### config.mk
export PLATFORM = sky130hd
export DESIGN_NAME = wb2core
export DESIGN_NICKNAME = d
export VERILOG_FILES = /design/src/rtl/wb2core.sv
export SDC_FILE = /design/constraint.sdc
export NUM_CORES = 1
export LEC_CHECK = 0
export ABC_CLOCK_PERIOD_IN_PS = 3500
export CORE_UTILIZATION = 37
export CTS_BUF_LIST = sky130_fd_sc_hd__clkbuf_16
export DETAILED_ROUTE_END_ITERATION = 8
export PLACE_DENSITY = 0.81
export SLEW_MARGIN = 20
export SYNTH_ARGS = -nofsm -noshare
export SYNTH_HDL_FRONTEND = slang
export SYNTH_SLANG_ARGS = --single-unit
### constraint.sdc
create_clock -name i_clk -period 3.5 [get_ports i_clk]
set_input_delay 1.05 -clock i_clk [delete_from_list [all_inputs] [get_ports i_clk]]
set_output_delay 1.05 -clock i_clk [all_outputs]
set_load 0.05 [all_outputs]
### src/rtl/wb2core.sv
// wb2core: Wishbone B4 pipelined slave re-issuing transfers on an Ibex-style core port.
//
// Ports:
//   i_clk, i_rst_n                  clock, synchronous active-low reset
//   i_wb_cyc/stb/we/adr/sel/dat_m   Wishbone request from the initiator
//   o_wb_dat_s/ack/err/stall        Wishbone response and pipeline stall
//   o_core_req/we/addr/be/wdata     core request, driven from a one-entry hold register
//   i_core_gnt                      core grant
//   i_core_rvalid/rdata/err         in-order core response (reads and writes)
module wb2core #(
  parameter int AW = 32,
  parameter int DW = 32,
  parameter int MAX_OUTSTANDING = 2
) (
  input  logic            i_clk,
  input  logic            i_rst_n,
  input  logic            i_wb_cyc,
  input  logic            i_wb_stb,
  input  logic            i_wb_we,
  input  logic [AW-1:0]   i_wb_adr,
  input  logic [DW/8-1:0] i_wb_sel,
  input  logic [DW-1:0]   i_wb_dat_m,
  output logic [DW-1:0]   o_wb_dat_s,
  output logic            o_wb_ack,
  output logic            o_wb_err,
  output logic            o_wb_stall,
  output logic            o_core_req,
  input  logic            i_core_gnt,
  output logic            o_core_we,
  output logic [AW-1:0]   o_core_addr,
  output logic [DW/8-1:0] o_core_be,
  output logic [DW-1:0]   o_core_wdata,
  input  logic            i_core_rvalid,
  input  logic [DW-1:0]   i_core_rdata,
  input  logic            i_core_err
);
  localparam logic [3:0] MAXO = 4'(MAX_OUTSTANDING);
  logic            r_hold_valid;
  logic            r_drop;
  logic            r_we;
  logic [AW-1:0]   r_adr;
  logic [DW/8-1:0] r_sel;
  logic [DW-1:0]   r_dat;
  logic [3:0]      r_p;
  logic [3:0]      r_d;
  logic            w_gnt;
  logic            w_rv;
  logic            w_accept;
  logic            w_abort;
  logic            w_drop_nxt;
  logic [3:0]      w_occ;
  logic [3:0]      w_p_nxt;
  logic [3:0]      w_d_nxt;
  always_comb begin
    w_gnt      = r_hold_valid & i_core_gnt;
    // a response with nothing outstanding is a protocol violation and is ignored
    w_rv       = i_core_rvalid & (r_p != 4'd0);
    w_occ      = r_p + {3'd0, r_hold_valid};
    // a response this cycle frees a slot, so a full pipeline can still accept
    o_wb_stall = (r_hold_valid & ~i_core_gnt) | ((w_occ >= MAXO) & ~w_rv);
    w_accept   = i_wb_cyc & i_wb_stb & ~o_wb_stall;
    w_abort    = ~i_wb_cyc & ((r_p != 4'd0) | r_hold_valid);
    w_p_nxt    = r_p + {3'd0, w_gnt} - {3'd0, w_rv};
    // on abort every granted request (including one granted now) must be drained;
    // an ungranted held entry is counted later, when its grant arrives
    w_d_nxt    = w_abort ? w_p_nxt
               : r_d + {3'd0, r_drop & w_gnt} - {3'd0, w_rv & (r_d != 4'd0)};
    w_drop_nxt = w_accept ? 1'b0
               : (w_abort & r_hold_valid & ~i_core_gnt) ? 1'b1
               : w_gnt ? 1'b0 : r_drop;
  end
  always_ff @(posedge i_clk) begin
    if (!i_rst_n) begin
      r_hold_valid <= 1'b0;
      r_drop       <= 1'b0;
      r_we         <= 1'b0;
      r_adr        <= '0;
      r_sel        <= '0;
      r_dat        <= '0;
      r_p          <= '0;
      r_d          <= '0;
    end else begin
      r_hold_valid <= w_accept | (r_hold_valid & ~i_core_gnt);
      r_drop       <= w_drop_nxt;
      r_p          <= w_p_nxt;
      r_d          <= w_d_nxt;
      if (w_accept) begin
        r_we  <= i_wb_we;
        r_adr <= i_wb_adr;
        r_sel <= i_wb_sel;
        r_dat <= i_wb_dat_m;
      end
    end
  end
  assign o_core_req   = r_hold_valid;
  assign o_core_we    = r_we;
  assign o_core_addr  = r_adr;
  assign o_core_be    = r_sel;
  assign o_core_wdata = r_dat;
  assign o_wb_dat_s   = i_core_rdata;
  // responses owed to an aborted cycle are swallowed until the drain count hits zero
  assign o_wb_ack     = w_rv & ~i_core_err & (r_d == 4'd0) & i_wb_cyc;
  assign o_wb_err     = w_rv & i_core_err & (r_d == 4'd0) & i_wb_cyc;
endmodule

## Word-level counts from Yosys, hierarchy flattened

Index checks and enable logic that the tools add are counted.

- $mul: 0
- Reductions and logical operators: 5
- Divide/modulo/power cells: 0
- Bitwise operators: 26
- Shifts and indexed selects: 0
- Add/sub/neg operators: 5
- Mux-type cells: 3
- Eq/ne operators: 0
- Magnitude comparators: 1

Operators by type and width:

| operator | number |
|---|---|
| $and A1 B1 Y1 | 17 |
| $add A4 B1 Y4 | 3 |
| $reduce_bool A4 Y1 | 2 |
| $sub A4 B1 Y4 | 2 |
| $not A1 Y1 | 6 |
| $ge A4 B2 Y1 const B | 1 |
| $logic_not A4 Y1 | 1 |
| $mux W4 | 1 |
| $or A1 B1 Y1 | 3 |
| $mux W1 | 2 |
| $reduce_bool A2 Y1 | 1 |
| $reduce_or A2 Y1 | 1 |

- Bits of input ports: 108
- Bits in registers: 79
- Output and inout bits: 105
- Logic and storage cells: 48
- Bits in writable memories: 0
- Memory bits (read-only): 0
- Memories kept: 0
- Latch bits: 0

## Depth between registers and ports, before layout

- Word-level depth: 8
- Mapped depth: 13
- Depth with buffers taken out: 13

## Worst setup path after synthesis

Ideal clock, no wire load.

- Path kind: input port to output port
- From: in i_core_rvalid
- To: out o_wb_ack
- Buffers on the path: 0
- Path slack: 0.536 ns
- Data arrival time: 1.914 ns
- Stages: 3
- Path through: and2_1 nand3_1 nor2_1

- Longest elaborated chain between the ends: 4

RTL lines:

| what | line | source |
|---|---|---|
| start, declared | 33 | `input logic i_core_rvalid,` |
| $and A1 B1 Y1 | 57 | `w_rv = i_core_rvalid & (r_p != 4'd0);` |
| $and A1 B1 Y1 (3 in series) | 102 | `assign o_wb_ack = w_rv & ~i_core_err & (r_d == 4'd0) & i_wb_cyc;` |
| end, declared | 24 | `output logic o_wb_ack,` |

Every way passes these cells.

## Worst setup path after layout

Ends and elaborated chain as after synthesis.

==> results.md <==
* Outcome: complete, no violations
* M3 GR Usage at around 7%
* Synth Net Count at 469
* Clock-pin slew on the worst setup and hold paths at 0.05 ns
* Placed Area at 4710 um2
* Post-Synth XOR/XNOR Area at 1.31%
* DR vias at 2824
* Largest net degree at the start of global routing at 78
* Post-Synth Simple-Gate Area at between 10% and 20%
* Synthesized area at 3350 um2
* Worst r2r path cells at 13
* Post-DRT Antenna Nets at 0
* Compound-Gate Fraction of Synth Area at 22.1%
* Crit start category: input pin
* Average wire per standard cell at roughly 14 um
* Routed WL at just over 8000 um
* Leak pwr at 1.85 nW
* Post-synthesis adder-cell area fraction at 5.67%
* Worst EP required at 2.45 ns
* CTS root buffer: clkbuf_16
* Met1 usage at 19.4%
* Area added between synthesis and finish at 49.2%
* Port bufs at about 150
* Post-synthesis register bit count at 79
* Largest family of logic cells by synthesized area: compound AO/OA/AOI/OAI gates
* Max IR drop VDD at 0.000343 V
* GR Overflow Total at 0
* ANT cells at 0
* Achievable frequency at between 300 and 400 MHz
* Nets at 580
* Endpoint type of the worst setup path: primary output
* Post-DP HPWL at 5950 um
* Share of flip-flops with an asynchronous set or reset at 0%
* Crit path arrival time at 2.21 ns
* Sequential cell area fraction in the yosys report at between 40% and 50%
* # DRC at 0
* Max-Slew Margin vs Limit at 47.9%
* Initial antenna violation count at 0
* Clock sinks at 79
* Cts repair resizes at 0
* Die Y at 97.2 um
* Finished Cell Area at 5000 um2
* GR Util met2 at 30.1%
* Setup CP Type: input pin to primary output
* Multiplexer share of the synthesized area at less than 1%
* Fin. max-slew vios at 0
* Yosys cell types at 30
* Most used DFF post-synth: dfxtp_1
* RSZ-0062 raised after global routing: no
* I/O pin cnt at 213
* CP max FO at 2
* R2r endpoint: r_d[2]
* Period utilization at just over 90%
* CTS Buffer Depth at 2
* Post-Syn Area per Cell at slightly below 10 um2
* Min Tclk post-route at 3.26 ns
* First-pass GRT wire length at approximately 14000 um
* Cts hold-fix bufs at 0
* Final Setup Violations at 0
* Die width at slightly below 100 um
* Die area at 9450 um2
* DR pass1 iterations at 4
* Postcts setup bufs at 0
* Fin. Hold Viols at 0
* CTS tree: done
* Layout cells sized above 1 at 6.05%
* Post-synth EDFFs at 0
* Row count at 34
* Tightest Pin Transition at 0.782 ns
* Vias in the first global route at 2830
* Post-Syn Instances at 347
* Inserted Clock Buffers at 9
* Crit. Startpoint: i_core_rvalid
* Vias per cell at 4.95
* Setup TNS at 0 ns
* Max-capacitance violation count at 0
* CTS H-tree lvls at 3
* Worst r2r src: r_p[2]
* Initial Util at around two fifths
* R2r setup slk at 0.79 ns
* Pwr per Cell Area at 671 nW/um2
* Core Region at roughly 8800 um2
* Worst hold path type: flop to flop
* Final Skew at 0.0118 ns
* Yosys warns at 0
* Overall Global Routing Usage at 17.6%
* Most Crowded Layer GR: met2
* Worst skew pair latency at ~0.33 ns
* Routability congestion estimate at 0.812
* Crit path to: o_wb_ack
* 1st-iter DRT viols at 56
## how the worst min path moves through the flow
stage,start,end,cells after the start
floorplan,r_drop,r_drop,2
global placement,o_core_addr[29],o_core_addr[29],2
detailed placement,o_core_wdata[22],o_core_wdata[22],2
CTS,o_core_wdata[22],o_core_wdata[22],2
global route,o_core_addr[12],o_core_addr[12],2
finish,o_core_wdata[22],o_core_wdata[22],2
## flip-flops by register name, summed over array words and instances, names as in the netlist
signal	flops
r_d	4
o_core_be	4
o_core_req	1
r_drop	1
o_core_addr	32
o_core_wdata	32
r_p	4
o_core_we	1
## area by class of cell
class	instances	area [um2]
Multi-Input combinational cell	201	1390
Sequential cell	79	1580
Timing Repair Buffer	155	1560
Inverter	12	45.0
Fill cell	771	3760
Clock inverter	7	66.3
Clock buffer	9	225
Tap cell	108	135
## synthesized netlist by cell type, types with 2 or more instances
| cell type | n | share of area (%) |
|---|---|---|
| dfxtp_1 | 79 | 47 |
| nand2_1 | 75 | 8.4 |
| o2bb2ai_1 | 70 | 18 |
| buf_4 | 32 | 7.2 |
| clkbuf_1 | 14 | 1.6 |
| ha_1 | 12 | 4.5 |
| inv_1 | 12 | 1.3 |
| buf_2 | 8 | 1.2 |
| nor2_1 | 7 | 0.78 |
| and2_1 | 5 | 0.93 |
| a21o_1 | 4 | 0.90 |
| nand3_1 | 4 | 0.60 |
| a21oi_1 | 3 | 0.45 |
| xor2_1 | 3 | 0.78 |
| fa_1 | 2 | 1.2 |
| mux2i_1 | 2 | 0.60 |
| xnor2_1 | 2 | 0.52 |
## metrics by stage
step | utilization, % | setup WS, ns | hold WS, ns | power (mW) | instances
global placement | 53.8 | 0.269 | 0.446 | 2.45 | 555
global route | 57.1 | 0.178 | 0.474 | 3.55 | 571
CTS | 57.1 | 0.245 | 0.459 | 3.40 | 571
detailed placement | 53.8 | 0.252 | 0.451 | 2.48 | 555
finish | 57.1 | 0.240 | 0.456 | 3.35 | 571
floorplan | - | 0.536 | 0.479 | 2.11 | 347
## worst max-delay path, cell delays in order
cell	delay (ns)
clkdlybuf4s50_1	0.51
and2_1	0.18
nand3_1	0.10
nor2_1	0.20
buf_12	0.17
## placed cells by master, fill, tap and decap left out, types with 3 or more instances in the layout
cell / n
a21o_1: 4
nor2_1: 7
inv_1: 14
a21oi_1: 3
xor2_1: 3
nand3_1: 4
nand2_1: 75
dfxtp_1: 79
buf_12: 3
buf_4: 7
clkbuf_16: 9
clkdlybuf4s50_1: 144
ha_1: 12
o2bb2ai_1: 70
and2_1: 5
## routing by layer
layer / share of wire, % / vias to the layer above
li1: - / 1397
met1: 41 / 1299
met2: 49 / 110
met3: 8.0 / 18
met4: 2.2 / 0
met5: 0 / -
## kinds of logic after synthesis
logic type / after synthesis
and+or+nand+nor: 95
AOI/OAI and AO/OA: 85
DFF: 79
buffers and inverters: 67
adders and majority gates: 14
xor gates and xnor gates: 5
muxes: 2
## power by group
| part | switching, mW | internal (mW) |
|---|---|---|
| registers | 0.0790 | 1.04 |
| logic | 0.798 | 0.539 |
| clock network | 0.354 | 0.547 |
| total | 1.23 | 2.12 |
No activity file was read; power rests on OpenSTA's default activity.
